**config.mk**
```make
export PLATFORM = sky130hd
export DESIGN_NAME = uart_tx_fifo_flat
export DESIGN_NICKNAME = d
export VERILOG_FILES = /design/src/rtl/uart_tx_fifo_pkg.sv /design/src/rtl/uart_tx_fifo_if.sv /design/src/rtl/uart_fifo_mem.sv /design/src/rtl/uart_tx_fifo.sv /design/src/flat_wrapper.sv
export SDC_FILE = /design/constraint.sdc
export NUM_CORES = 1
export LEC_CHECK = 0
export BUFFER_PORTS_ARGS = -buffer_cell sky130_fd_sc_hd__buf_2
export CAP_MARGIN = 20
export CORE_MARGIN = 3
export CORE_UTILIZATION = 35
export CTS_CLUSTER_SIZE = 16
export DETAILED_ROUTE_END_ITERATION = 8
export SYNTH_ARGS = -nofsm -noshare
export SYNTH_HDL_FRONTEND = slang
export SYNTH_SLANG_ARGS = --single-unit
```
**constraint.sdc**
```tcl
create_clock -name clk -period 4.1 [get_ports clk]
set_input_delay 0.41 -clock clk [delete_from_list [all_inputs] [get_ports clk]]
set_output_delay 0.41 -clock clk [all_outputs]
set_load 0.005 [all_outputs]
```
**src/rtl/uart_tx_fifo_pkg.sv**
```systemverilog
// Shared UART definitions: default character width and the tx-drain FSM encoding.
package uart_tx_fifo_pkg;

  localparam int UART_DATA_W = 8;

  typedef enum logic [1:0] {
    ST_IDLE      = 2'd0,
    ST_WAIT_BUSY = 2'd1,
    ST_WAIT_DONE = 2'd2
  } tx_state_t;

endpackage

```
**src/rtl/uart_tx_fifo_if.sv**
```systemverilog
// Producer push side plus uart_tx launch handshake; ovf_clr/overflow exist only with UART_TX_FIFO_OVF_EN.
interface uart_tx_fifo_if #(
  parameter int DATA_W = 8,
  parameter int DEPTH  = 16
);
  localparam int ADDR_W = $clog2(DEPTH);

  logic              wr_en;
  logic [DATA_W-1:0] wr_data;
  logic              full;
  logic              empty;
  logic [ADDR_W:0]   count;
  logic              uart_tx_en;
  logic [DATA_W-1:0] uart_tx_data;
  logic              tx_busy;
`ifdef UART_TX_FIFO_OVF_EN
  logic              overflow;
  logic              ovf_clr;
`endif

  modport slave (
`ifdef UART_TX_FIFO_OVF_EN
    output overflow,
    input  ovf_clr,
`endif
    input  wr_en, wr_data, tx_busy,
    output full, empty, count, uart_tx_en, uart_tx_data
  );

  modport master (
`ifdef UART_TX_FIFO_OVF_EN
    input  overflow,
    output ovf_clr,
`endif
    output wr_en, wr_data, tx_busy,
    input  full, empty, count, uart_tx_en, uart_tx_data
  );
endinterface

```
**src/rtl/uart_fifo_mem.sv**
```systemverilog
// DEPTH x DATA_W storage: synchronous write, asynchronous read, no reset on the array.
module uart_fifo_mem #(
  parameter int DATA_W = 8,
  parameter int DEPTH  = 16
) (
  input  logic                     clk,
  input  logic                     we,
  input  logic [$clog2(DEPTH)-1:0] waddr,
  input  logic [DATA_W-1:0]        wdata,
  input  logic [$clog2(DEPTH)-1:0] raddr,
  output logic [DATA_W-1:0]        rdata
);
  logic [DATA_W-1:0] mem [DEPTH];

  always_ff @(posedge clk) begin
    if (we) mem[waddr] <= wdata;
  end

  assign rdata = mem[raddr];
endmodule

```
**src/rtl/uart_tx_fifo.sv**
```systemverilog
// Byte FIFO feeding uart_tx; a push into an empty FIFO launches uart_tx_en one edge after it is stored.
// Pushes while full are dropped (sticky overflow flag when UART_TX_FIFO_OVF_EN is defined); drain waits on tx_busy.
module uart_tx_fifo
  import uart_tx_fifo_pkg::*;
#(
  parameter int DATA_W = UART_DATA_W,
  parameter int DEPTH  = 16
) (
  input logic           clk,
  input logic           rst,
  uart_tx_fifo_if.slave bus
);
  localparam int ADDR_W = $clog2(DEPTH);
  localparam int CNT_W  = ADDR_W + 1;

  logic [ADDR_W-1:0] wr_ptr, wr_ptr_nxt, rd_ptr, rd_ptr_nxt;
  logic [CNT_W-1:0]  count_q, count_nxt;
  tx_state_t         state, state_nxt;
  logic              tx_en_q, tx_en_nxt;
  logic [DATA_W-1:0] tx_data_q, tx_data_nxt, rd_data;
  logic              full, empty, push, pop;

  assign full  = (count_q == CNT_W'(DEPTH));
  assign empty = (count_q == '0);
  // A full FIFO rejects the push even when a pop frees a slot this cycle.
  assign push  = bus.wr_en && !full;

  uart_fifo_mem #(.DATA_W(DATA_W), .DEPTH(DEPTH)) u_mem (
    .clk   (clk),
    .we    (push),
    .waddr (wr_ptr),
    .wdata (bus.wr_data),
    .raddr (rd_ptr),
    .rdata (rd_data)
  );

  always_comb begin
    state_nxt   = state;
    tx_en_nxt   = tx_en_q;
    tx_data_nxt = tx_data_q;
    pop         = 1'b0;
    case (state)
      ST_IDLE: begin
        if (!empty && !bus.tx_busy) begin
          pop         = 1'b1;
          tx_data_nxt = rd_data;
          tx_en_nxt   = 1'b1;
          state_nxt   = ST_WAIT_BUSY;
        end
      end
      ST_WAIT_BUSY: begin
        if (bus.tx_busy) begin
          tx_en_nxt = 1'b0;
          state_nxt = ST_WAIT_DONE;
        end
      end
      ST_WAIT_DONE: begin
        if (!bus.tx_busy) state_nxt = ST_IDLE;
      end
      default: begin
        tx_en_nxt = 1'b0;
        state_nxt = ST_IDLE;
      end
    endcase
  end

  always_comb begin
    wr_ptr_nxt = push ? wr_ptr + ADDR_W'(1) : wr_ptr;
    rd_ptr_nxt = pop  ? rd_ptr + ADDR_W'(1) : rd_ptr;
    count_nxt  = count_q;
    case ({push, pop})
      2'b10:   count_nxt = count_q + CNT_W'(1);
      2'b01:   count_nxt = count_q - CNT_W'(1);
      default: count_nxt = count_q;
    endcase
  end

  always_ff @(posedge clk) begin
    if (rst) begin
      state     <= ST_IDLE;
      wr_ptr    <= '0;
      rd_ptr    <= '0;
      count_q   <= '0;
      tx_en_q   <= 1'b0;
      tx_data_q <= '0;
    end else begin
      state     <= state_nxt;
      wr_ptr    <= wr_ptr_nxt;
      rd_ptr    <= rd_ptr_nxt;
      count_q   <= count_nxt;
      tx_en_q   <= tx_en_nxt;
      tx_data_q <= tx_data_nxt;
    end
  end

`ifdef UART_TX_FIFO_OVF_EN
  logic ovf_q;

  // A dropped push outranks a same-cycle clear.
  always_ff @(posedge clk) begin
    if (rst)                    ovf_q <= 1'b0;
    else if (bus.wr_en && full) ovf_q <= 1'b1;
    else if (bus.ovf_clr)       ovf_q <= 1'b0;
  end

  assign bus.overflow = ovf_q;
`endif

  assign bus.full         = full;
  assign bus.empty        = empty;
  assign bus.count        = count_q;
  assign bus.uart_tx_en   = tx_en_q;
  assign bus.uart_tx_data = tx_data_q;
endmodule
```
**src/flat_wrapper.sv**
```systemverilog
// flat-port wrapper written by rule: the top's interface ports become plain ports
module uart_tx_fifo_flat import uart_tx_fifo_pkg::*;
#(
  parameter int DATA_W = UART_DATA_W,
  parameter int DEPTH  = 16
)
  (clk, rst, bus_wr_en, bus_wr_data, bus_tx_busy, bus_full, bus_empty, bus_count, bus_uart_tx_en, bus_uart_tx_data);
  uart_tx_fifo_if #(.DATA_W(DATA_W), .DEPTH(DEPTH)) bus_i ();
  input logic clk;
  input logic rst;
  input wire logic [$bits(bus_i.wr_en)-1:0] bus_wr_en;
  input wire logic [$bits(bus_i.wr_data)-1:0] bus_wr_data;
  input wire logic [$bits(bus_i.tx_busy)-1:0] bus_tx_busy;
  output wire logic [$bits(bus_i.full)-1:0] bus_full;
  output wire logic [$bits(bus_i.empty)-1:0] bus_empty;
  output wire logic [$bits(bus_i.count)-1:0] bus_count;
  output wire logic [$bits(bus_i.uart_tx_en)-1:0] bus_uart_tx_en;
  output wire logic [$bits(bus_i.uart_tx_data)-1:0] bus_uart_tx_data;
  assign bus_i.wr_en = bus_wr_en;
  assign bus_i.wr_data = bus_wr_data;
  assign bus_i.tx_busy = bus_tx_busy;
  assign bus_full = bus_i.full;
  assign bus_empty = bus_i.empty;
  assign bus_count = bus_i.count;
  assign bus_uart_tx_en = bus_i.uart_tx_en;
  assign bus_uart_tx_data = bus_i.uart_tx_data;
  uart_tx_fifo #(.DATA_W(DATA_W), .DEPTH(DEPTH)) u_core (.clk(clk), .rst(rst), .bus(bus_i));
endmodule
```
; ---- After elaboration in Yosys (flattened, before gate mapping)
; Memory sizes are Yosys's and may differ from the RTL's. A register that Yosys moved wholly into a read port is not among the register bits.
; Cells that the tools add are included.
; W data, S select, Z words.
[totals]
ram_bits = 128
wordCells = 42
out_inout_bits = 16
reg_bits = 16
mem_count = 1
[memory_table]
columns = name, depth, word_bits, read_ports, rd_ports_with_merged_regs, wr, line
row1 = u_core.u_mem.mem, 16, 8, 1, 1, 1, uart_fifo_mem.sv:13  ; logic [DATA_W-1:0] mem [DEPTH];
[classes]
reduce_logical = 11
add_sub_neg = 4
n_mux = 12
n_bitwise = 1
eq_ne = 8
[op_table]
columns = operator, n
row1 = $pmux W5 S2, 1
row2 = $add A4 B1 Y4 const B, 2
row3 = $mux W1, 6
row4 = $mux W2, 3
row5 = $pmux W2 S3, 1
row6 = $reduce_and A3 Y1, 2
row7 = $add A5 B1 Y5 const B, 1
row8 = $eq A5 B5 Y1 const B, 1
row9 = $logic_not A5 Y1, 1
row10 = $sub A5 B1 Y5 const B, 1
row11 = $eq A2 B1 Y1 const B, 2
row12 = $eq A2 B2 Y1 const B, 2
row13 = $ne A2 B2 Y1 const B, 2
row14 = $logic_not A1 Y1, 3
row15 = $pmux W1 S3, 1
row16 = $logic_and A1 B1 Y1, 2
row17 = $logic_not A2 Y1, 1
row18 = $ne A2 B1 Y1 const B, 1
row19 = $reduce_and A2 Y1, 1
row20 = $reduce_bool A2 Y1, 1
row21 = $not A1 Y1, 1

; ---- Depth between registers and ports, before layout
[logic_depth]
ltp_word = 7
mapped_depth = 10
ltp_nobuf = 9

; ---- Hierarchy
; From an unflattened synthesis, not the netlist that was laid out.
[unflattened]
hier_cells = 336
area_unflattened_um2 = 6100.9
[by_module_without_submodules]
columns = module, area_per_inst_um2, cells_per_inst, instances
row1 = uart_fifo_mem, 4987.3, 221, 1
row2 = uart_tx_fifo, 1113.6, 115, 1

; ---- Worst setup path after synthesis
; OpenSTA, ideal clock, no wires.
[synth_path]
path_type = register -> register
from = reg u_core.count_q[0] (netlist: u_core.bus.count[0])
to = reg u_core.count_q[4] (netlist: u_core.bus.count[4])
arrival_ns = 2.520
setup_ns = 0.121
slack_ns = 1.459
period_less_slack_ns = 2.641
n_path_buf = 1
path_stages_with_launch = 10
t_required_ns = 3.979
path_cell_list = dfxtp_1 > nor4_1 > a21boi_0 > buf_2 > ha_1 > fa_1 > a21o_1 > a21oi_1 > mux2i_1 > mux2_2
[synth_via]
elab_chain_len = 7
word_cells_on_any_way = 14
[synth_rtl]
columns = element, line
row1 = start: declaration, uart_tx_fifo.sv:17  ; logic [CNT_W-1:0] count_q, count_nxt;
row2 = start signal: assignment, uart_tx_fifo.sv:90  ; count_q <= count_nxt;
row3 = $logic_not A5 Y1 (*), uart_tx_fifo.sv:24  ; assign empty = (count_q == '0);
row4 = $logic_not A1 Y1 (*), uart_tx_fifo.sv:44  ; if (!empty && !bus.tx_busy) begin
row5 = $logic_and A1 B1 Y1 (*), uart_tx_fifo.sv:44
row6 = $mux W1 (*), uart_tx_fifo.sv:44
row7 = $mux W1 (*), uart_tx_fifo.sv:42  ; case (state)
row8 = named net u_core.pop, uart_tx_fifo.sv:21  ; logic full, empty, push, pop;
row9 = $eq A2 B1 Y1 / $eq A2 B2 Y1 (equally long branches), uart_tx_fifo.sv:71  ; case ({push, pop})
row10 = $pmux W5 S2 / $reduce_bool A2 Y1 (equally long branches), --
; Mark *: on every way through the listed nets, which the timed path passes. The rest lies on a longest branch.
; A chain may end at the register's enable or synchronous reset.

; ---- Worst setup path after layout
[layout_path]
from = reg u_core.count_q[0] (netlist: u_core.bus.count[0])
to = reg u_core.count_q[4] (netlist: u_core.bus.count[4])
[layout_via]
elab_chain_len = 7
word_cells_on_any_way = 14
[layout_rtl]
columns = element, line
row1 = $logic_not A5 Y1, uart_tx_fifo.sv:24
row2 = $logic_not A1 Y1, uart_tx_fifo.sv:44
row3 = $logic_and A1 B1 Y1, uart_tx_fifo.sv:44
row4 = $mux W1, uart_tx_fifo.sv:44
row5 = $mux W1, uart_tx_fifo.sv:42
row6 = $eq A2 B1 Y1 / $eq A2 B2 Y1 (equally long branches), uart_tx_fifo.sv:71
row7 = $pmux W5 S2 / $reduce_bool A2 Y1 (equally long branches), --
; Parallel ways exist; a longest one is shown, timed or not.

==> results.md <==
* Status: completed
* Post-cts repair resize count at 0
* Synth Area per Inst at 15.4 um2
* Syn Nets at 420
* CTS HTree Levels at 4
* Critical Path Stages at 9
* Dpl cell area at 6420 um2
* YS warnings at 0
* Worst slew margin at 0.401
* Met3 wire length at 479 um
* Setup Fix Bufs, Post-CTS at 0
* CTS hold repair buffers at 0
* Iteration-0 DRC Markers at 247
* Pins Over Slew Limit at 0
* Placer Congestion at 0.765
* Worst Reg-to-Reg Cells at 9
* Most common flop cell mapped by yosys: edfxtp_1
* Vias at 3293
* Crit Path Max Fanout at 6
* Crit start category: flip-flop
* Row count at 47
* R2r startpoint: u_core.bus.count[0]
* Met1 wire length at 5880 um
* Post-synthesis sequential area ratio at 0.707
* Ys async rst share at 0
* Longest Clk Path Bufs at 2
* Starting Density at 0.364
* Slowest library cell on the worst path: dfxtp_1
* I/O pin total at 28
* Critical Path Source: u_core.bus.count[0]
* Grt total ovfl at 0
* Delay-heaviest family, CP: compound AO/OA/AOI/OAI gates
* Post-synth EDFFs at 128
* Worst Path Class, Setup: flip-flop to flip-flop
* Placeable Area at 16800 um2
* Mapped Cells at 398
* #FFs+latches synth at 152
* Cell Area, Synth at 6120 um2
* Port Buf Inserts at 27
* Final cycle utilization of the critical path at 0.707
* Number of max-cap violations at 0
* Syn-to-layout area delta at 15.1%
* Largest vdd supply drop at 0.307 mV
* First-pass GRT wire length at 19600 um
* Clock-pin slew on the worst setup and hold paths at 0.06 ns
* WL final at 12600 um
* Final Instance Area at 7040 um2
* Layout cells sized above 1 at 0.148
* Uppermost routed layer: met4
* Post-route ant nets at 0
* Post-layout net count at 447
* Drt drc at 0
* RSZ-0062 raised after global routing: no
* Die height at 138 um
* Die area at 19100 um2
* Netlist cell types at 38
* Worst hold path type: input port to flip-flop
* Vias in the first global route at 3392
* Clk sinks at 152
* Post-layout min period at 2.90 ns
* WP buf/inv at 1
* Measured slew at the worst slew-check pin at 0.895 ns
* Antenna fix cells at 0
* Crit path required time at 4.41 ns
* Leak pwr at 2.29 nW
* Total global-route track usage at 0.136
* PwrDens at 569 nW/um2
* Setup slack, reg-to-reg at 1.20 ns
* Antenna violations before repair at 0
* Drt wl/cell at 19.2 um
* Fmax at 0.345 GHz
* CP arrival at 3.20 ns
* Dpl hpwl at 8210 um
* Worst path max stage delay at 0.47 ns
* CP endpoint: u_core.bus.count[4]
* Largest net degree at the start of global routing at 67
* Vias per cell at 5.00
* First drt pass iteration count at 4
* Worst-Skew Late Latency at 0.42 ns
* Die Span X at 138 um
* Final hold violations at 0
* TritonCTS Buffers at 17
* Routed met2 length at 6150 um
* Cell Chain, Critical Path: nor4_1 -> a21boi_1 -> inv_1 -> ha_1 -> fa_1 -> a21o_1 -> a21oi_1 -> mux2i_1 -> mux2_2
* Clock skew at 0.0163 ns
* Root Buffer Master: clkbuf_16
* Setup TNS at 0 ns
* RR Endpoint: u_core.bus.count[4]
* CTS tree: built
* Final setup violation count at 0
* Critical Path End Type: flip-flop
## report_power, final
part	internal [mW]	leakage (nW)	switching, mW	total [mW]
Clock	0.949	0.292	0.595	1.54
Sequential	1.78	1.35	0.0811	1.86
Combinational	0.239	0.640	0.364	0.603
Total	2.97	2.29	1.04	4.01
## sequential cells by signal (all words and copies together), names as in the netlist
name                     count
u_core.bus.count             5
u_core.bus.uart_tx_data      8
u_core.u_mem.mem           128
u_core.rd_ptr                4
u_core.wr_ptr                4
u_core.bus.uart_tx_en        1
u_core.state                 2
## layout make-up
cell class	instances	area, um2
Clock buffer	18	429
Fill cell	1566	9780
Tap cell	220	275
Inverter	4	15.0
Sequential cell	152	4330
Clock inverter	14	158
Multi-Input combinational cell	217	1640
Timing Repair Buffer	33	195
## cell usage in the layout, fill, tap and decap left out, types with 2 or more instances in the layout
cell	instances
bufinv_16	3
edfxtp_1	128
nor2_1	38
nand2b_1	2
and3_1	2
dfxtp_1	23
a21o_1	2
nand3b_1	4
clkinv_4	4
ha_1	9
clkbuf_16	17
o211ai_1	3
inv_1	4
nor4_1	10
xnor2_1	4
o22ai_1	32
a211oi_1	8
buf_2	29
a21oi_1	4
nand2_1	4
or3b_1	3
a21boi_1	2
mux2i_1	68
clkinv_1	2
clkinv_2	5
buf_4	3
nor3_1	6
xor2_1	6
## per-stage QoR
stage	total power [mW]	utilization	cells	hold slack, ns	setup WS, ns
2_1_floorplan	2.28	-	398	0.461	1.46
3_3_place_gp	2.47	0.382	623	0.461	1.30
3_5_place_dp	2.50	0.382	624	0.480	1.24
4_1_cts	4.05	0.417	656	0.172	1.20
5_1_grt	4.18	0.419	658	0.191	1.03
6_report	4.01	0.419	658	0.198	1.20
## synthesized netlist by cell type (all sizes together), types with 2 or more instances
cell type | number | area share
nand2 | 4 | 0.0025
o22ai | 32 | 0.033
a21boi | 2 | 0.0025
a211oi | 8 | 0.0098
nor3 | 6 | 0.0049
clkbuf | 8 | 0.0051
a21oi | 4 | 0.0033
dfxtp | 24 | 0.079
mux2i | 68 | 0.11
nand3b | 4 | 0.0049
o211ai | 4 | 0.0072
and3 | 2 | 0.0020
nor4 | 10 | 0.010
ha | 9 | 0.018
nor2 | 38 | 0.023
xnor2 | 4 | 0.0057
nand2b | 2 | 0.0020
edfxtp | 128 | 0.63
inv | 4 | 0.0025
xor2 | 6 | 0.0086
buf | 17 | 0.017
a21o | 2 | 0.0025
or3b | 3 | 0.0043
## metal layers
| metal | up-vias | global-route usage |
|---|---|---|
| li1 | 1583 | - |
| met1 | 1652 | 0.183 |
| met2 | 52 | 0.215 |
| met3 | 6 | 0.0373 |
| met4 | 0 | 0.0458 |
| met5 | - | 0 |
## logic make-up (layout without fill, tap and decap cells)
| logic type | Yosys count | in the layout | synth area share |
|---|---|---|---|
| flops | 152 | 152 | 0.707 |
| simple gates | 74 | 74 | 0.0595 |
| mux | 69 | 69 | 0.113 |
| compound gates | 54 | 54 | 0.0599 |
| buf+inv | 29 | 69 | 0.0245 |
| fa+ha+maj | 10 | 10 | 0.0217 |
| xor+xnor | 10 | 10 | 0.0143 |
## worst min-delay path by stage
stage | startpoint | endpoint | slack [ns] | cells after the start
after floorplan | u_core.state[1] | u_core.state[0] | 0.46 | 1
after global placement | u_core.bus.uart_tx_en | u_core.bus.uart_tx_en | 0.46 | 2
after detailed placement | u_core.bus.uart_tx_en | u_core.bus.uart_tx_en | 0.48 | 2
after CTS | bus_tx_busy | u_core.state[0] | 0.17 | 2
after global routing | bus_tx_busy | u_core.state[0] | 0.19 | 2
final | bus_tx_busy | u_core.state[0] | 0.20 | 2
## worst reg2reg max path, stage by stage, from the launching register on
cell	delay, ns
dfxtp_1	0.47
nor4_1	0.14
a21boi_1	0.45
inv_1	0.09
ha_1	0.29
fa_1	0.43
a21o_1	0.18
a21oi_1	0.19
mux2i_1	0.22
mux2_2	0.34
Power figures use the tool's default switching activity.
